===== src/rtl/ex_stage_mc.sv =====
// Execute stage: forwarding muxes, saturating single-cycle ALU, and an iterative
// shift-add signed multiplier that holds the front of the pipe while it runs.
module ex_stage_mc #(
  parameter int WIDTH = 16,
  parameter int SHW   = 4
) (
  input  logic             clk,
  input  logic             rst,
  input  logic             in_valid,
  input  logic             flush,
  input  logic [3:0]       op,
  input  logic [WIDTH-1:0] p0,
  input  logic [WIDTH-1:0] p1,
  input  logic [7:0]       imm8,
  input  logic             src1sel,
  input  logic [SHW-1:0]   shamt,
  input  logic [1:0]       forwardA,
  input  logic [1:0]       forwardB,
  input  logic [WIDTH-1:0] mem_data,
  input  logic [WIDTH-1:0] wb_data,
  output logic             busy,
  output logic             out_valid,
  output logic [WIDTH-1:0] dst,
  output logic [WIDTH-1:0] sdata,
  output logic             N,
  output logic             Z,
  output logic             V
);
  localparam int CW = SHW + 1;
  localparam logic [WIDTH-1:0] SMAX = {1'b0, {(WIDTH-1){1'b1}}};
  localparam logic [WIDTH-1:0] SMIN = {1'b1, {(WIDTH-1){1'b0}}};

  typedef enum logic {IDLE, RUN} state_t;
  typedef enum logic [3:0] {
    OP_ADD = 4'd0, OP_SUB = 4'd1, OP_AND = 4'd2, OP_NOR = 4'd3, OP_SLL = 4'd4,
    OP_SRL = 4'd5, OP_SRA = 4'd6, OP_LHB = 4'd7, OP_MUL = 4'd8
  } op_t;

  state_t state, state_nx;

  logic [WIDTH-1:0]   src_a, fwd_b, src1, sum, diff, alu_res, mplier;
  logic               alu_v, upd_n, upd_z, upd_v;
  logic               accept, mul_step, mul_done, mul_fits;
  logic [2*WIDTH-1:0] mcand, acc, partial, acc_nx;
  logic [CW-1:0]      cnt;

  always_comb begin
    case (forwardA)
      2'b00:   src_a = p0;
      2'b01:   src_a = wb_data;
      default: src_a = mem_data;
    endcase
    case (forwardB)
      2'b00:   fwd_b = p1;
      2'b01:   fwd_b = wb_data;
      default: fwd_b = mem_data;
    endcase
    src1 = src1sel ? WIDTH'($signed(imm8)) : fwd_b;
  end

  always_comb begin
    sum     = src_a + src1;
    diff    = src_a - src1;
    alu_res = '0;
    alu_v   = 1'b0;
    upd_n   = 1'b0;
    upd_z   = 1'b0;
    upd_v   = 1'b0;
    case (op)
      OP_ADD: begin
        {upd_n, upd_z, upd_v} = 3'b111;
        alu_v   = (src_a[WIDTH-1] == src1[WIDTH-1]) && (sum[WIDTH-1] != src_a[WIDTH-1]);
        alu_res = alu_v ? (src_a[WIDTH-1] ? SMIN : SMAX) : sum;
      end
      OP_SUB: begin
        {upd_n, upd_z, upd_v} = 3'b111;
        alu_v   = (src_a[WIDTH-1] != src1[WIDTH-1]) && (diff[WIDTH-1] != src_a[WIDTH-1]);
        alu_res = alu_v ? (src_a[WIDTH-1] ? SMIN : SMAX) : diff;
      end
      OP_AND: begin upd_z = 1'b1; alu_res = src_a & src1; end
      OP_NOR: begin upd_z = 1'b1; alu_res = ~(src_a | src1); end
      OP_SLL: begin upd_z = 1'b1; alu_res = src_a << shamt; end
      OP_SRL: begin upd_z = 1'b1; alu_res = src_a >> shamt; end
      OP_SRA: begin upd_z = 1'b1; alu_res = $signed(src_a) >>> shamt; end
      OP_LHB: alu_res = {(WIDTH/2)'(imm8), src_a[WIDTH/2-1:0]};
      default: alu_res = '0;
    endcase
  end

  // Signed shift-add: multiplicand is sign-extended and the multiplier MSB
  // carries negative weight, so the final step (cnt==1) subtracts.
  always_comb begin
    partial  = mplier[0] ? mcand : '0;
    acc_nx   = (cnt == CW'(1)) ? acc - partial : acc + partial;
    mul_fits = (&acc_nx[2*WIDTH-1:WIDTH-1]) | ~(|acc_nx[2*WIDTH-1:WIDTH-1]);
  end

  always_ff @(posedge clk) begin
    if (rst) state <= IDLE;
    else     state <= state_nx;
  end

  always_comb begin
    state_nx = state;
    case (state)
      IDLE: if (accept && op == OP_MUL)      state_nx = RUN;
      RUN:  if (flush || cnt == CW'(1))       state_nx = IDLE;
      default:                                state_nx = IDLE;
    endcase
  end

  always_comb begin
    busy     = (state == RUN);
    accept   = (state == IDLE) && in_valid && !flush;
    mul_step = (state == RUN) && !flush;
    mul_done = mul_step && (cnt == CW'(1));
  end

  always_ff @(posedge clk) begin
    if (rst) begin
      out_valid <= 1'b0;
      dst       <= '0;
      sdata     <= '0;
      N         <= 1'b0;
      Z         <= 1'b0;
      V         <= 1'b0;
      mcand     <= '0;
      mplier    <= '0;
      acc       <= '0;
      cnt       <= '0;
    end else begin
      out_valid <= 1'b0;
      if (accept) begin
        if (op == OP_MUL) begin
          mcand  <= (2*WIDTH)'($signed(src_a));
          mplier <= src1;
          acc    <= '0;
          cnt    <= CW'(WIDTH);
        end else begin
          out_valid <= 1'b1;
          dst       <= alu_res;
          sdata     <= fwd_b;
          if (upd_n) N <= alu_res[WIDTH-1];
          if (upd_z) Z <= ~(|alu_res);
          if (upd_v) V <= alu_v;
        end
      end else if (mul_step) begin
        acc    <= acc_nx;
        mcand  <= mcand << 1;
        mplier <= mplier >> 1;
        cnt    <= cnt - CW'(1);
        if (mul_done) begin
          out_valid <= 1'b1;
          dst       <= acc_nx[WIDTH-1:0];
          N         <= acc_nx[WIDTH-1];
          Z         <= ~(|acc_nx[WIDTH-1:0]);
          V         <= ~mul_fits;
        end
      end else if (busy) begin
        cnt <= '0;
      end
    end
  end
endmodule

===== config.mk =====
export PLATFORM = sky130hd
export DESIGN_NAME = ex_stage_mc
export DESIGN_NICKNAME = d
export VERILOG_FILES = /design/src/rtl/ex_stage_mc.sv
export SDC_FILE = /design/constraint.sdc
export NUM_CORES = 1
export LEC_CHECK = 0
export CORE_ASPECT_RATIO = 1.25
export CORE_MARGIN = 1.5
export CORE_UTILIZATION = 35
export CTS_BUF_LIST = sky130_fd_sc_hd__clkbuf_8 sky130_fd_sc_hd__clkbuf_16
export CTS_CLUSTER_DIAMETER = 200
export DETAILED_ROUTE_END_ITERATION = 8
export GPL_ROUTABILITY_DRIVEN = 1
export PLACE_DENSITY = 0.55
export SLEW_MARGIN = 15
export SYNTH_ARGS = -nofsm -noshare
export SYNTH_HDL_FRONTEND = slang
export SYNTH_SLANG_ARGS = --single-unit

===== constraint.sdc =====
create_clock -name clk -period 8.8 [get_ports clk]
set_input_delay 1.76 -clock clk [delete_from_list [all_inputs] [get_ports clk]]
set_output_delay 1.76 -clock clk [all_outputs]
set_load 0.01 [all_outputs]

==> flow_summary.yaml <==
outcome:
  status: "finished, violations left"
  violations: "design-rule violations"
grt:
  gr-total-overflow: 0
  antenna_found_initial: 0
  grt_usage_pct: 29.54
  grt_pass1_vias: 14140
  grt_max_degree: 68
  grt_first_pass_wirelength_mm: 86.21
power_and_ir_drop:
  swShare_pct: 36.78
  power_frac_comb_pct: 36.3
  p_per_area_nw_per_um2: 126.6
  switchingPower_w: 0.0007199
  seqPwrFrac_pct: 29.0
  vdd_ir_drop_max_v: 0.0001454
  clockPowerShare_pct: 34.8
  power.leakage_nw: 5.979
  p_int_w: 0.001238
synth:
  synth_largest_area_cell: "dfxtp_1"
  synth_nets: 2017
  yosys_warnings: 0
  syn_inst: 1839
  synth.area.top_cells: "dfxtp_1 (18%), ha_1 (8.0%), a21oi_1 (7.7%)"
  synth-seq-cells: 122
  post_synth_num_cell_types: 89
  synth_top_area_share_pct: 18.47
  synth_area_um2: 13220
  avgSynthCellArea_um2: 7.189
  ys_async_sr_fraction_pct: 0
  synth-edff-count: 0
  ys_seq_area_share_pct: 18.47
  synth_commonest_cells: "nor2_1 (242), a21oi_1 (203), nand2_1 (184)"
  synth_flop_cell: "dfxtp_1"
  synth.most_common_cell: "nor2_1"
cts:
  clkLatencyLatePin_ns: 0.46
  cts_buffer_depth: 2
  cts_tree: "done"
  clkSinkCount: 122
  post-cts-setup-buffers: 0
  cts_inserted_buffers: 17
  ctsHoldBuffers: 0
  cts_repair_resize_count: 0
  clkTransAtPathRegs_ns: 0.06
  h-tree-depth: 4
  clock-root-buffer: "clkbuf_16"
cells_and_area:
  syn_to_final_growth_pct: 16.95
  diodes: 0
  fin_cells: 2386
  final_layout_size_suffix_gt1_share_pct: 8.526
  nets: 2066
  final_cell_area_um2: 15460
  utilization_pct: 41.49
sta:
  max_slew_margin_pct: 30.84
  rsz0062_at_grt: "no"
  fin_worst_skew_ns: 0.01391
  setup_viol: 0
  tightest_slew_ns: 1.031
  hold_violations: 0
  fin_ws_ns: 1.156
  tns_ns: 0
  fin_crit_sh_pct: 86.86
  fmax_ghz: 0.1308
  drv_slew: 0
  min_period_ns: 7.644
placement:
  port_buffers: 125
  dp_cells: 2355
  dpl.hpwl_mm: 45.12
  dpl_cell_area_um2: 14920
  gp_congestion: 0.9860
  pre_cts_slack_ns: 0.7341
drt:
  dr.pass1.iters: 9
  wl_per_cell_um: 24.34
  viasPerCell: 6.132
  drtIter0Drc: 1242
  drc: 1
  dr_total_vias: 14630
  routed_wl_mm: 58.08
  drtAntennaViolNets: 0
worst_setup_path:
  rr_worst_depth: 20
  cp-startpoint: "forwardB[0]"
  startpoint_type: "input port"
  critPathArrivalTime_ns: 8.01
  critPathKind: "input port to register"
  endpoint_kind: "register"
  worstPathMaxFanout: 12
  worstReg2RegStart: "mplier[0]$_SDFFE_PP0P_"
  cp.required_ns: 9.16
worst_hold_path:
  min_from: "dst[1]$_SDFFE_PP0P_"
  hp-class: "register to register"
  holdPathStages: 2
floorplanning:
  die_area_um2: 38950
  die_x_um: 176.8
  row_count: 79
  io_pins: 126
  start_util_pct: 35.48
  core_area_um2: 37260
  chipHeight_um: 220.3
job:
  drv_cap: 0
per-layer routing:
| metal | vias to the layer above | wire, µm | global-route usage (%) |
|---|---|---|---|
| met3 | 152 | 3303 | 4.347 |
| met4 | 0 | 3388 | 17.74 |
| met1 | 6992 | 22330 | 33.38 |
| met2 | 647 | 29050 | 52.48 |
| li1 | 6839 | - | - |
| met5 | - | 0 | 0 |
cells in the final DEF, fill, tap and decap left out, drive strengths merged, types with 25 or more instances in the layout:
master | synthesis | final
a21oi | 203 | 203
buf | 22 | 47
clkdlybuf4s50 | 0 | 124
ha | 85 | 85
mux4 | 31 | 31
mux2i | 38 | 38
a22oi | 25 | 25
nor2 | 242 | 242
xor2 | 26 | 26
nor3 | 40 | 40
nand2 | 184 | 184
dfxtp | 122 | 122
xnor2 | 38 | 38
a211oi | 34 | 34
nand3 | 73 | 73
o21ai | 97 | 97
mux2 | 25 | 25
a31oi | 39 | 39
inv | 64 | 69
worst max-delay path, stage by stage:
cell and delay (ns):
clkdlybuf4s50_1 0.64, buf_4 0.30, mux2i_1 0.22, nor2_1 0.06, a21oi_1 0.17, nor2_1 0.06
a21oi_1 0.46, ha_1 0.39, o21ai_0 0.13, nor2_1 0.14, o221ai_1 0.15, a31oi_1 0.25
and2_1 0.16, o21ai_0 0.06, nand2b_1 0.10, a21oi_1 0.08, fa_1 0.64, nor2b_1 0.07
o221ai_1 0.15, a21oi_1 0.11, a2111oi_2 0.33, nand4b_1 0.13, or3_1 0.34, or4b_1 0.51
nor4_1 0.24, nand4_1 0.14, o32ai_2 0.20
cells by family after synthesis:
group / after synthesis / synth area share (%)
adders and majority gates: 89 / 8.650
buffers and inverters: 206 / 6.076
and+or+nand+nor: 682 / 23.90
xor gates and xnor gates: 64 / 4.240
muxes: 94 / 10.43
DFF: 122 / 18.47
AOI/OAI and AO/OA: 582 / 28.23
power groups by stage:
| stage | clock [W] | sequential [W] | combinational, W |
|---|---|---|---|
| floorplan | 0 | 0.000580 | 0.000428 |
| finish | 0.000680 | 0.000567 | 0.000710 |
| global placement | 0 | 0.000579 | 0.000701 |
| detailed placement | 0 | 0.000579 | 0.000694 |
| CTS | 0.000703 | 0.000567 | 0.000698 |
| global route | 0.000717 | 0.000568 | 0.000754 |
through the flow:
stage	hold WS [ns]	total power, W
floorplan	0.4522	0.001008
global placement	0.4429	0.001280
detailed placement	0.4460	0.001274
CTS	0.4543	0.001969
global route	0.4795	0.002040
finish	0.4526	0.001957
path summary, 6_finish.rpt:
check,to,slack [ns]
worst max-delay path,Z$_SDFFE_PP0P_,1.16
worst min register to register,dst[1]$_SDFFE_PP0P_,0.45
worst max register to register,V$_SDFFE_PP0P_,2.36
worst min-delay path,dst[1]$_SDFFE_PP0P_,0.45
state kept, by name, indices dropped and copies added, names as in the netlist:
register and count:
cnt 5, mcand 32, sdata 16, out_valid 1, dst 16, N 1, V 1, Z 1
mplier 16, busy 1, acc 32
final cells by class:
class | instances | area [µm²]
clock inverter | 14 | 118.9
sequential | 122 | 2442
multi-input combinational | 1511 | 10030
fill | 3934 | 21800
clock buffer | 17 | 425.4
tap | 486 | 608.1
inverter | 65 | 244.0
timing repair buffer | 171 | 1594
No activity file was read; power rests on OpenSTA's default activity.
